## config.mk

```make
export PLATFORM = sky130hd
export DESIGN_NAME = usi_ctrl_unit
export DESIGN_NICKNAME = d
export VERILOG_FILES = /design/src/rtl/usi_pkg.sv /design/src/rtl/usi_baud_gen.sv /design/src/rtl/usi_ctrl_unit.sv
export SDC_FILE = /design/constraint.sdc
export NUM_CORES = 1
export LEC_CHECK = 0
export CAP_MARGIN = 40
export CORE_MARGIN = 2
export CORE_UTILIZATION = 45
export DETAILED_ROUTE_END_ITERATION = 12
export PLACE_DENSITY = 0.68
export SLEW_MARGIN = 20
export SYNTH_ARGS = -nofsm -noshare
export SYNTH_HDL_FRONTEND = slang
export SYNTH_SLANG_ARGS = --single-unit
```

## constraint.sdc

```tcl
create_clock -name CLK -period 3.2 [get_ports CLK]
set_clock_uncertainty 0.15 [all_clocks]
set_input_delay 0.32 -clock CLK [delete_from_list [all_inputs] [get_ports CLK]]
set_output_delay 0.32 -clock CLK [all_outputs]
set_load 0.01 [all_outputs]
```

## src/rtl/usi_pkg.sv

```systemverilog
// rtl/usi_pkg.sv - shared types and parameter-field positions for the USI control unit
package usi_pkg;
  localparam int DATA_W        = 32;
  localparam int LEN_LSB       = 0;
  localparam int LEN_MSB       = 5;
  localparam int MSB_FIRST_BIT = 8;
  localparam int CPOL_BIT      = 9;

  typedef enum logic [1:0] {
    MODE_OFF  = 2'b00,
    MODE_SPI  = 2'b01,
    MODE_UART = 2'b10,
    MODE_RSVD = 2'b11
  } mode_t;

  typedef enum logic [3:0] {
    ST_IDLE,
    ST_SETUP,
    ST_LEAD,
    ST_TRAIL,
    ST_HOLD,
    ST_START_BIT,
    ST_DATA,
    ST_STOP,
    ST_DONE
  } state_t;
endpackage

```

## src/rtl/usi_baud_gen.sv

```systemverilog
// rtl/usi_baud_gen.sv - free-running tick divider, period = period_m1 + 1 cycles
module usi_baud_gen #(
  parameter int CNT_W = 32
) (
  input  logic             CLK,
  input  logic             nRST,
  input  logic             clr,
  input  logic             en,
  input  logic [CNT_W-1:0] period_m1,
  output logic             tick
);
  logic [CNT_W-1:0] cnt;

  assign tick = en && (cnt == period_m1);

  always_ff @(posedge CLK, negedge nRST) begin
    if (!nRST)    cnt <= '0;
    else if (clr) cnt <= '0;
    else if (en)  cnt <= tick ? '0 : cnt + {{(CNT_W-1){1'b0}}, 1'b1};
  end
endmodule

```

## src/rtl/usi_ctrl_unit.sv

```systemverilog
// rtl/usi_ctrl_unit.sv - USI frame sequencer: SPI master (full duplex) and UART transmit
module usi_ctrl_unit #(
  parameter int DATA_W = 32,
  parameter int LEN_W  = 6
) (
  input  logic              CLK,
  input  logic              nRST,
  input  logic [1:0]        mode_sel,
  input  logic [DATA_W-1:0] clkdiv,
  input  logic [DATA_W-1:0] parameters,
  input  logic [DATA_W-1:0] tx_data,
  input  logic              start,
  input  logic              serial_in,
  output logic              serial_out,
  output logic              sclk,
  output logic              cs_n,
  output logic              busy,
  output logic [DATA_W-1:0] rx_data,
  output logic              rx_valid,
  output logic              ctrl_unit_error
);
  import usi_pkg::*;

  localparam logic [LEN_W:0] CNT_ONE = (LEN_W+1)'(1);
  localparam logic [LEN_W:0] FULL_W  = (LEN_W+1)'(DATA_W);

  state_t            state, state_d;
  mode_t             mode_q;
  logic [DATA_W-1:0] div_q, tx_sr, rx_sr, rx_data_q, tx_rev;
  logic [LEN_W:0]    nbits_q, nbits_in, bit_cnt;
  logic              msb_q, cpol_q, half_q, err_q;
  logic              tick, accept, cfg_ok;
  logic              unused_cfg;

  assign unused_cfg = &{1'b0, parameters[DATA_W-1:CPOL_BIT+1],
                        parameters[MSB_FIRST_BIT-1:LEN_LSB+LEN_W]};

  assign nbits_in = {1'b0, parameters[LEN_LSB +: LEN_W]} + CNT_ONE;
  assign cfg_ok   = ((mode_sel == MODE_SPI) || (mode_sel == MODE_UART)) && (|clkdiv);
  assign accept   = start && (state == ST_IDLE) && cfg_ok;

  assign busy            = (state != ST_IDLE);
  assign rx_data         = rx_data_q;
  assign ctrl_unit_error = err_q;

  always_comb begin
    tx_rev = '0;
    for (int i = 0; i < DATA_W; i++) tx_rev[i] = tx_data[DATA_W-1-i];
  end

  usi_baud_gen #(.CNT_W(DATA_W)) u_baud (
    .CLK       (CLK),
    .nRST      (nRST),
    .clr       (accept),
    .en        (busy),
    .period_m1 (div_q),
    .tick      (tick)
  );

  always_ff @(posedge CLK, negedge nRST) begin
    if (!nRST) state <= ST_IDLE;
    else       state <= state_d;
  end

  // The shifter always emits tx_sr[0]; MSB-first frames are pre-reversed within nbits.
  always_ff @(posedge CLK, negedge nRST) begin
    if (!nRST) begin
      mode_q    <= MODE_OFF;
      div_q     <= '0;
      nbits_q   <= '0;
      msb_q     <= 1'b0;
      cpol_q    <= 1'b0;
      tx_sr     <= '0;
      rx_sr     <= '0;
      rx_data_q <= '0;
      bit_cnt   <= '0;
      half_q    <= 1'b0;
      err_q     <= 1'b0;
    end else begin
      err_q <= start && !accept;
      if (accept) begin
        mode_q  <= mode_t'(mode_sel);
        div_q   <= clkdiv;
        nbits_q <= nbits_in;
        msb_q   <= parameters[MSB_FIRST_BIT];
        cpol_q  <= parameters[CPOL_BIT];
        tx_sr   <= parameters[MSB_FIRST_BIT] ? (tx_rev >> (FULL_W - nbits_in)) : tx_data;
        rx_sr   <= '0;
        bit_cnt <= '0;
        half_q  <= 1'b0;
      end else if (tick) begin
        case (state)
          ST_LEAD: begin
            rx_sr   <= msb_q ? {rx_sr[DATA_W-2:0], serial_in} : {serial_in, rx_sr[DATA_W-1:1]};
            tx_sr   <= tx_sr >> 1;
            bit_cnt <= bit_cnt + CNT_ONE;
          end
          ST_HOLD: rx_data_q <= msb_q ? rx_sr : (rx_sr >> (FULL_W - nbits_q));
          ST_START_BIT, ST_STOP: half_q <= ~half_q;
          ST_DATA: begin
            half_q <= ~half_q;
            if (half_q) begin
              tx_sr   <= tx_sr >> 1;
              bit_cnt <= bit_cnt + CNT_ONE;
            end
          end
          default: ;
        endcase
      end
    end
  end

  // UART bits span two ticks; half_q marks the second one.
  always_comb begin
    state_d    = state;
    serial_out = 1'b1;
    sclk       = cpol_q;
    cs_n       = 1'b1;
    rx_valid   = 1'b0;
    case (state)
      ST_IDLE: if (accept) state_d = (mode_sel == MODE_SPI) ? ST_SETUP : ST_START_BIT;
      ST_SETUP: begin
        cs_n = 1'b0; serial_out = tx_sr[0];
        if (tick) state_d = ST_LEAD;
      end
      ST_LEAD: begin
        cs_n = 1'b0; sclk = ~cpol_q; serial_out = tx_sr[0];
        if (tick) state_d = ST_TRAIL;
      end
      ST_TRAIL: begin
        cs_n = 1'b0; serial_out = tx_sr[0];
        if (tick) state_d = (bit_cnt == nbits_q) ? ST_HOLD : ST_LEAD;
      end
      ST_HOLD: begin
        cs_n = 1'b0; serial_out = tx_sr[0];
        if (tick) state_d = ST_DONE;
      end
      ST_START_BIT: begin
        sclk = 1'b0; serial_out = 1'b0;
        if (tick && half_q) state_d = ST_DATA;
      end
      ST_DATA: begin
        sclk = 1'b0; serial_out = tx_sr[0];
        if (tick && half_q && (bit_cnt == nbits_q - CNT_ONE)) state_d = ST_STOP;
      end
      ST_STOP: begin
        sclk = 1'b0;
        if (tick && half_q) state_d = ST_DONE;
      end
      ST_DONE: begin
        if (mode_q == MODE_UART) sclk = 1'b0;
        rx_valid = (mode_q == MODE_SPI);
        state_d  = ST_IDLE;
      end
      default: state_d = ST_IDLE;
    endcase
  end
endmodule

```

# Word level (Yosys, flattened, before mapping)
# Index checks and enable logic that the tools add are counted.
# totals
ff_bits	184
in_bits	102
# classes
n_addsub	6
n_eq_ne	24
n_shift	2
mux	36
bitwise	3
n_reduce_logical	25
# op_table
cell	n
32-bit two-way mux	12
32-bit one-hot mux with 2 select lines	1
32-bit by 7-bit >> shifter with 32-bit output	2
32-bit by 1-bit adder with 32-bit output (second input constant)	1
32-bit equality test	1
4-bit two-way mux	8
4-bit one-hot mux with 8 select lines	1
32-bit OR reduction	1
7-bit two-way mux	3
4-bit by 3-bit equality test with 1-bit output (second input constant)	4
2-bit != test (second input constant)	8
7-bit equality test	2
7-bit one-hot mux with 2 select lines	1
6-bit by 7-bit subtractor with 7-bit output (first input constant)	2
4-bit by 2-bit equality test with 1-bit output (second input constant)	2
8-bit AND reduction	1
2-bit nonzero test	4
6-bit by 1-bit adder with 7-bit output (second input constant)	1
7-bit by 1-bit adder with 7-bit output (second input constant)	1
1-bit logical AND	7
7-bit by 1-bit subtractor with 7-bit output (second input constant)	1
1-bit two-way mux	6
3-bit two-way mux	2
3-bit AND reduction	2
other kinds (17)	22

# Longest topological paths before layout
# Gate-level depths: netlist (run 1).
# depth
depth_word	6
ltp_mapped	14

# Hierarchy
# Synthesis (run 1) repeated with hierarchy kept, for this count alone.
# unflattened
hier_cells	1520
area_unflattened_um2	13609.3
# modules_own_cells
mod	n_inst	cells_per_inst	area_each_um2
usi_ctrl_unit	1	1257	11299.6
usi_baud_gen	1	263	2309.7

# Least setup slack after synthesis (run 1)
# OpenSTA, ideal clock, no wires.
# synth_timing
kind	reg-to-reg
from	register nbits_q[0]
to	register rx_data_q[0] (netlist: rx_data[0])
arrival_time_ns	2.858
required_time_ns	2.913
slack_ns	0.055
path_stages_with_launch	13
n_path_buf	4
cell_sequence	dfrtp_1 > buf_2 > inv_2 > buf_2 > ha_1 > buf_2 > xor2_2 > buf_2 > mux4_2 > mux2i_1 > o2bb2ai_1 > a211oi_1 > a21oi_1
# synth_between
elab_chain_len	3
# synth_lines
element	line	rtl
from (decl)	usi_ctrl_unit.sv:30	logic [LEN_W:0] nbits_q, nbits_in, bit_cnt;
from (signal assigned)	usi_ctrl_unit.sv:84	nbits_q <= nbits_in;
6-bit by 7-bit subtractor with 7-bit output	usi_ctrl_unit.sv:98	ST_HOLD: rx_data_q <= msb_q ? rx_sr : (rx_sr >> (FULL_W - nbits_q));
32-bit by 7-bit >> shifter with 32-bit output	usi_ctrl_unit.sv:98	
32-bit two-way mux	usi_ctrl_unit.sv:98	
to (signal assigned)	usi_ctrl_unit.sv:98	
to (decl)	usi_ctrl_unit.sv:29	logic [DATA_W-1:0] div_q, tx_sr, rx_sr, rx_data_q, tx_rev;
# No other way between the ends.
# A chain may end at the register's enable or synchronous reset.

# Worst setup path after layout (run 1)
# layout_timing
from	input port parameters[1]
to	register tx_sr[8]
# layout_between
elab_chain_len	5
# layout_lines
element	line	rtl
from (decl)	usi_ctrl_unit.sv:10	input logic [DATA_W-1:0] parameters,
6-bit by 1-bit adder with 7-bit output	usi_ctrl_unit.sv:38	assign nbits_in = {1'b0, parameters[LEN_LSB +: LEN_W]} + CNT_ONE;
net nbits_in[1]	usi_ctrl_unit.sv:30	
6-bit by 7-bit subtractor with 7-bit output	usi_ctrl_unit.sv:87	tx_sr <= parameters[MSB_FIRST_BIT] ? (tx_rev >> (FULL_W - nbits_in)) : tx_data;
32-bit by 7-bit >> shifter with 32-bit output	usi_ctrl_unit.sv:87	
32-bit two-way mux	usi_ctrl_unit.sv:87	
32-bit two-way mux	usi_ctrl_unit.sv:81	if (accept) begin
to (signal assigned)	usi_ctrl_unit.sv:87	
to (signal assigned)	usi_ctrl_unit.sv:95	tx_sr <= tx_sr >> 1;
to (signal assigned)	usi_ctrl_unit.sv:103	tx_sr <= tx_sr >> 1;
to (decl)	usi_ctrl_unit.sv:29	
# The timed path passes the listed nets, and every way through them passes these cells.

==> results of run 1 <==
==> cell type report <==
| cell class | count | area, um^2 | area share |
|---|---|---|---|
| tap | 390 | 488.0 | 0.03053 |
| multi-input combinational | 1200 | 8179 | 0.5117 |
| inverter | 16 | 60.06 | 0.003757 |
| clock inverter | 14 | 156.4 | 0.009784 |
| timing repair buffer | 223 | 2056 | 0.1286 |
| clock buffer | 18 | 439.2 | 0.02747 |
| sequential | 184 | 4607 | 0.2882 |
==> cell usage after synthesis, types with 37 or more instances <==
cell      instances  area, um^2
nand2_1         253       949.7
dfrtp_1         184        4604
nor2_1          142       533.0
mux2i_1          87       870.8
a21oi_1          74       370.4
clkbuf_1         70       262.8
o21ai_0          65       325.3
nand3_1          62       310.3
mux4_2           55        1239
buf_2            49       245.2
xor2_1           42       367.9
xnor2_1          37       324.1
==> cells by family (layout without fill, tap and decap cells) <==
| kind of cell | after synthesis | in the layout | share of synthesized area |
|---|---|---|---|
| compound gates | 331 | 331 | 0.1645 |
| xor+xnor | 80 | 80 | 0.05277 |
| simple gates | 632 | 632 | 0.2193 |
| fa+ha+maj | 5 | 5 | 0.004662 |
| mux | 152 | 152 | 0.1656 |
| flops | 184 | 184 | 0.3431 |
| buf+inv | 153 | 271 | 0.05016 |
==> worst register-to-register path: cells and delay by family (launching register included) <==
kind | cells | cell delay, ns
AND/OR/NAND/NOR | 3 | 0.65
multiplexers | 1 | 0.16
AO/OA/AOI/OAI | 3 | 0.79
adder cells (fa/ha/maj) | 1 | 0.39
buffers and inverters | 2 | 0.29
flip-flops | 1 | 0.46
==> through the flow <==
stage | setup slack (ns) | hold WS (ns) | utilization | power [mW]
2_1_floorplan | 0.05481 | -0.1256 | - | 2.721
3_3_place_gp | -0.4666 | 0.2481 | 0.5210 | 3.089
3_5_place_dp | -0.4671 | 0.2506 | 0.5210 | 3.087
4_1_cts | 0.1066 | 0.1234 | 0.5416 | 5.252
5_1_grt | -0.003979 | 0.1453 | 0.5422 | 5.419
6_report | 0.1179 | 0.1410 | 0.5422 | 5.215
==> power by group through the flow <==
stage | clock network [mW] | logic [mW] | registers [mW]
global route | 2.31 | 0.784 | 2.32
global placement | 0 | 0.719 | 2.37
floorplan | 0 | 0.350 | 2.37
CTS | 2.21 | 0.722 | 2.32
finish | 2.16 | 0.728 | 2.32
detailed placement | 0 | 0.717 | 2.37
==> sequential cells by signal (all words and copies together), names as in the netlist, 2 cells and up <==
register and flops:
bit_cnt 7, tx_sr 32, state 4, rx_sr 32, div_q 32, u_baud.cnt 32, nbits_q 7, rx_data 32
mode_q 2
==> repair_timing <==
| item | 4_1_cts | 5_1_grt |
|---|---|---|
| endpoints found under the hold margin | 76 | 0 |
| endpoints found under the setup margin | 1 | 3 |
| setup buffers | 0 | 0 |
| resized for setup | 1 | 2 |
| hold buffers | 1 | 0 |
==> worst paths after layout <==
| kind | startpoint | endpoint | slack (ns) |
|---|---|---|---|
| max | parameters[1] | tx_sr[8]$_DFFE_PN0P_ | 0.12 |
| min | parameters[2] | nbits_q[6]$_DFFE_PN0P_ | 0.14 |
| max reg2reg | nbits_q[1]$_DFFE_PN0P_ | rx_data[17]$_DFFE_PN0P_ | 0.20 |
| min reg2reg | rx_data[28]$_DFFE_PN0P_ | rx_data[28]$_DFFE_PN0P_ | 0.33 |
| max in group asynchronous | nRST | rx_sr[20]$_DFFE_PN0P_ | 1.82 |
| min in group asynchronous | nRST | rx_sr[24]$_DFFE_PN0P_ | 0.30 |
==> per-layer routing <==
layer,GRT usage,part of all wire
met4,0.08127,0.027
met1,0.3706,0.44
met3,0.05004,0.064
met2,0.4237,0.47
met5,0,0
==> impl_results.md, run 1 <==
- Via/cell ratio: 6.052
- Overall die area: 31220 um^2
- Clock root buffer master: clkbuf_16
- Row Count: 63
- EDFF count, synth: 0
- Endpoint type of the worst setup path: flip-flop
- Crit Path Max Fanout: 30
- Worst path max stage delay: ~0.54 ns
- Vias in the first global route: about 12000
- Gr usage total: 0.2667
- Max-Cap Viols: 0
- Final setup violating endpoints: 0
- Reg2reg path depth: 10
- Final Instance Area: 15990 um^2
- Hold Path Stages: 3
- Critical path depth: 10
- CP Buf/Inv Count: 4
- Fin nets: about 1700
- Post-route insts no fill: 2045
- CTS tree: done
- Synth Net Count: ~1600
- Fillers: 2735
- Detailed Route WL: between 40000 and 50000 um
- Commonest non-fill, non-tap cell in the layout: nand2_1
- Internal: approximately 3.8 mW
- Yosys reg bits: approximately 180
- Most frequent CP cell: buf_4
- Area grow syn2layout: 19.11%
- Psw: approximately 1.4 mW
- Clk Latency, worst-skew pair: ~0.45 ns
- WL per Instance: 19.92 um
- Vias: roughly 12000
- Synth Area per Inst: 8.732 um^2
- 1st-iter DRT viols: ~1200
- Maximum clock frequency: 0.3245 GHz
- Sequential fraction of the synthesis area: 0.3431
- Total CTS buffers: 17
- Cell area power density: 326.3 nW/um^2
- Router iterations before antenna repair: 6
- Final Critical Period: roughly 3.1 ns
- Post-synthesis cell count: 1537
- Final period utilization: 0.9631
- Setup tns final: 0 ns
- Die Wd: roughly 180 um
- Max_slew headroom: 0.5160
- Reg power frac: 0.446
- Overall die height: between 150 and 200 um
- Sw frac: 0.2720
- Hold Fails Final Rpt: 0
- Most frequent cells in the layout: 253 x nand2_1, 182 x dfrtp_1, 142 x nor2_1
- Slowest-stage cell, CP: mux4_2
- Cells after DPL: ~2000
- H-tree lvl count: 4
- Asr flop ratio synth: 1.000
- Synth Flop Type: dfrtp_1
- Clock Tree Buf Depth: 2
- Port Buffer Count: approximately 120
- Number of synthesis warnings: 0
- Worst Path Arrival: about 3.2 ns
- Crit path kind: input pin to flip-flop
- Dpl cell area: 15360 um^2
- N_diodes: 0
- Maximum vdd ir drop: 332.4 uV
- Leakage: 6.633 nW
- Critical Path RT: between 3 and 4 ns
- Worst-path clk slew: ~0.08 ns
- Combinational share of power: 0.140
- CP startpoint kind: input pin
- Crit path max-delay family: buffers and inverters
- First-pass GRT wire length: between 60000 and 70000 um
- Initial Util: 0.4552
- Largest net degree at the start of global routing: 80
- Slew Limit Fails: 0
- Antenna Nets Post-Route: 0
- Worst-margin pin slew: 0.7260 ns
- Grt ovf: 0
- Unique masters post-synth: 74
- Clock sinks: approximately 180
- Worst path cell trace: clkdlybuf4s50_1 -> ha_2 -> buf_4 -> buf_12 -> mux4_2 -> o211ai_1 -> nor3_1 -> a2111oi_1 -> buf_4 -> a31oi_1
- Mapped Area: about 13000 um^2
- Share of post-route cells with drive strength above 1: 0.1366
- Worst hold path class: input pin to flip-flop
- Status: finished, final reports clean
- Core box area: around 30000 um^2
- # IOs: 140
- DP HPWL: approximately 30000 um
- DRC: 0
- Initial antenna violation count: 0
- Gpl congestion: between 0.9 and 1
- Clock network fraction of total power: 0.415
Note: power is estimated with default switching activity, not from simulation.
==> inputs of run 2 (changes only) <==
--- a/config.mk
+++ b/config.mk
@@ -9,6 +9,7 @@
 export CORE_MARGIN = 2
 export CORE_UTILIZATION = 45
 export DETAILED_ROUTE_END_ITERATION = 12
+export HOLD_SLACK_MARGIN = 0.02
 export PLACE_DENSITY = 0.68
 export SLEW_MARGIN = 20
 export SYNTH_ARGS = -nofsm -noshare
==> results of run 2 <==
No change in the layout: final DEF, timing and power equal those of run 1.
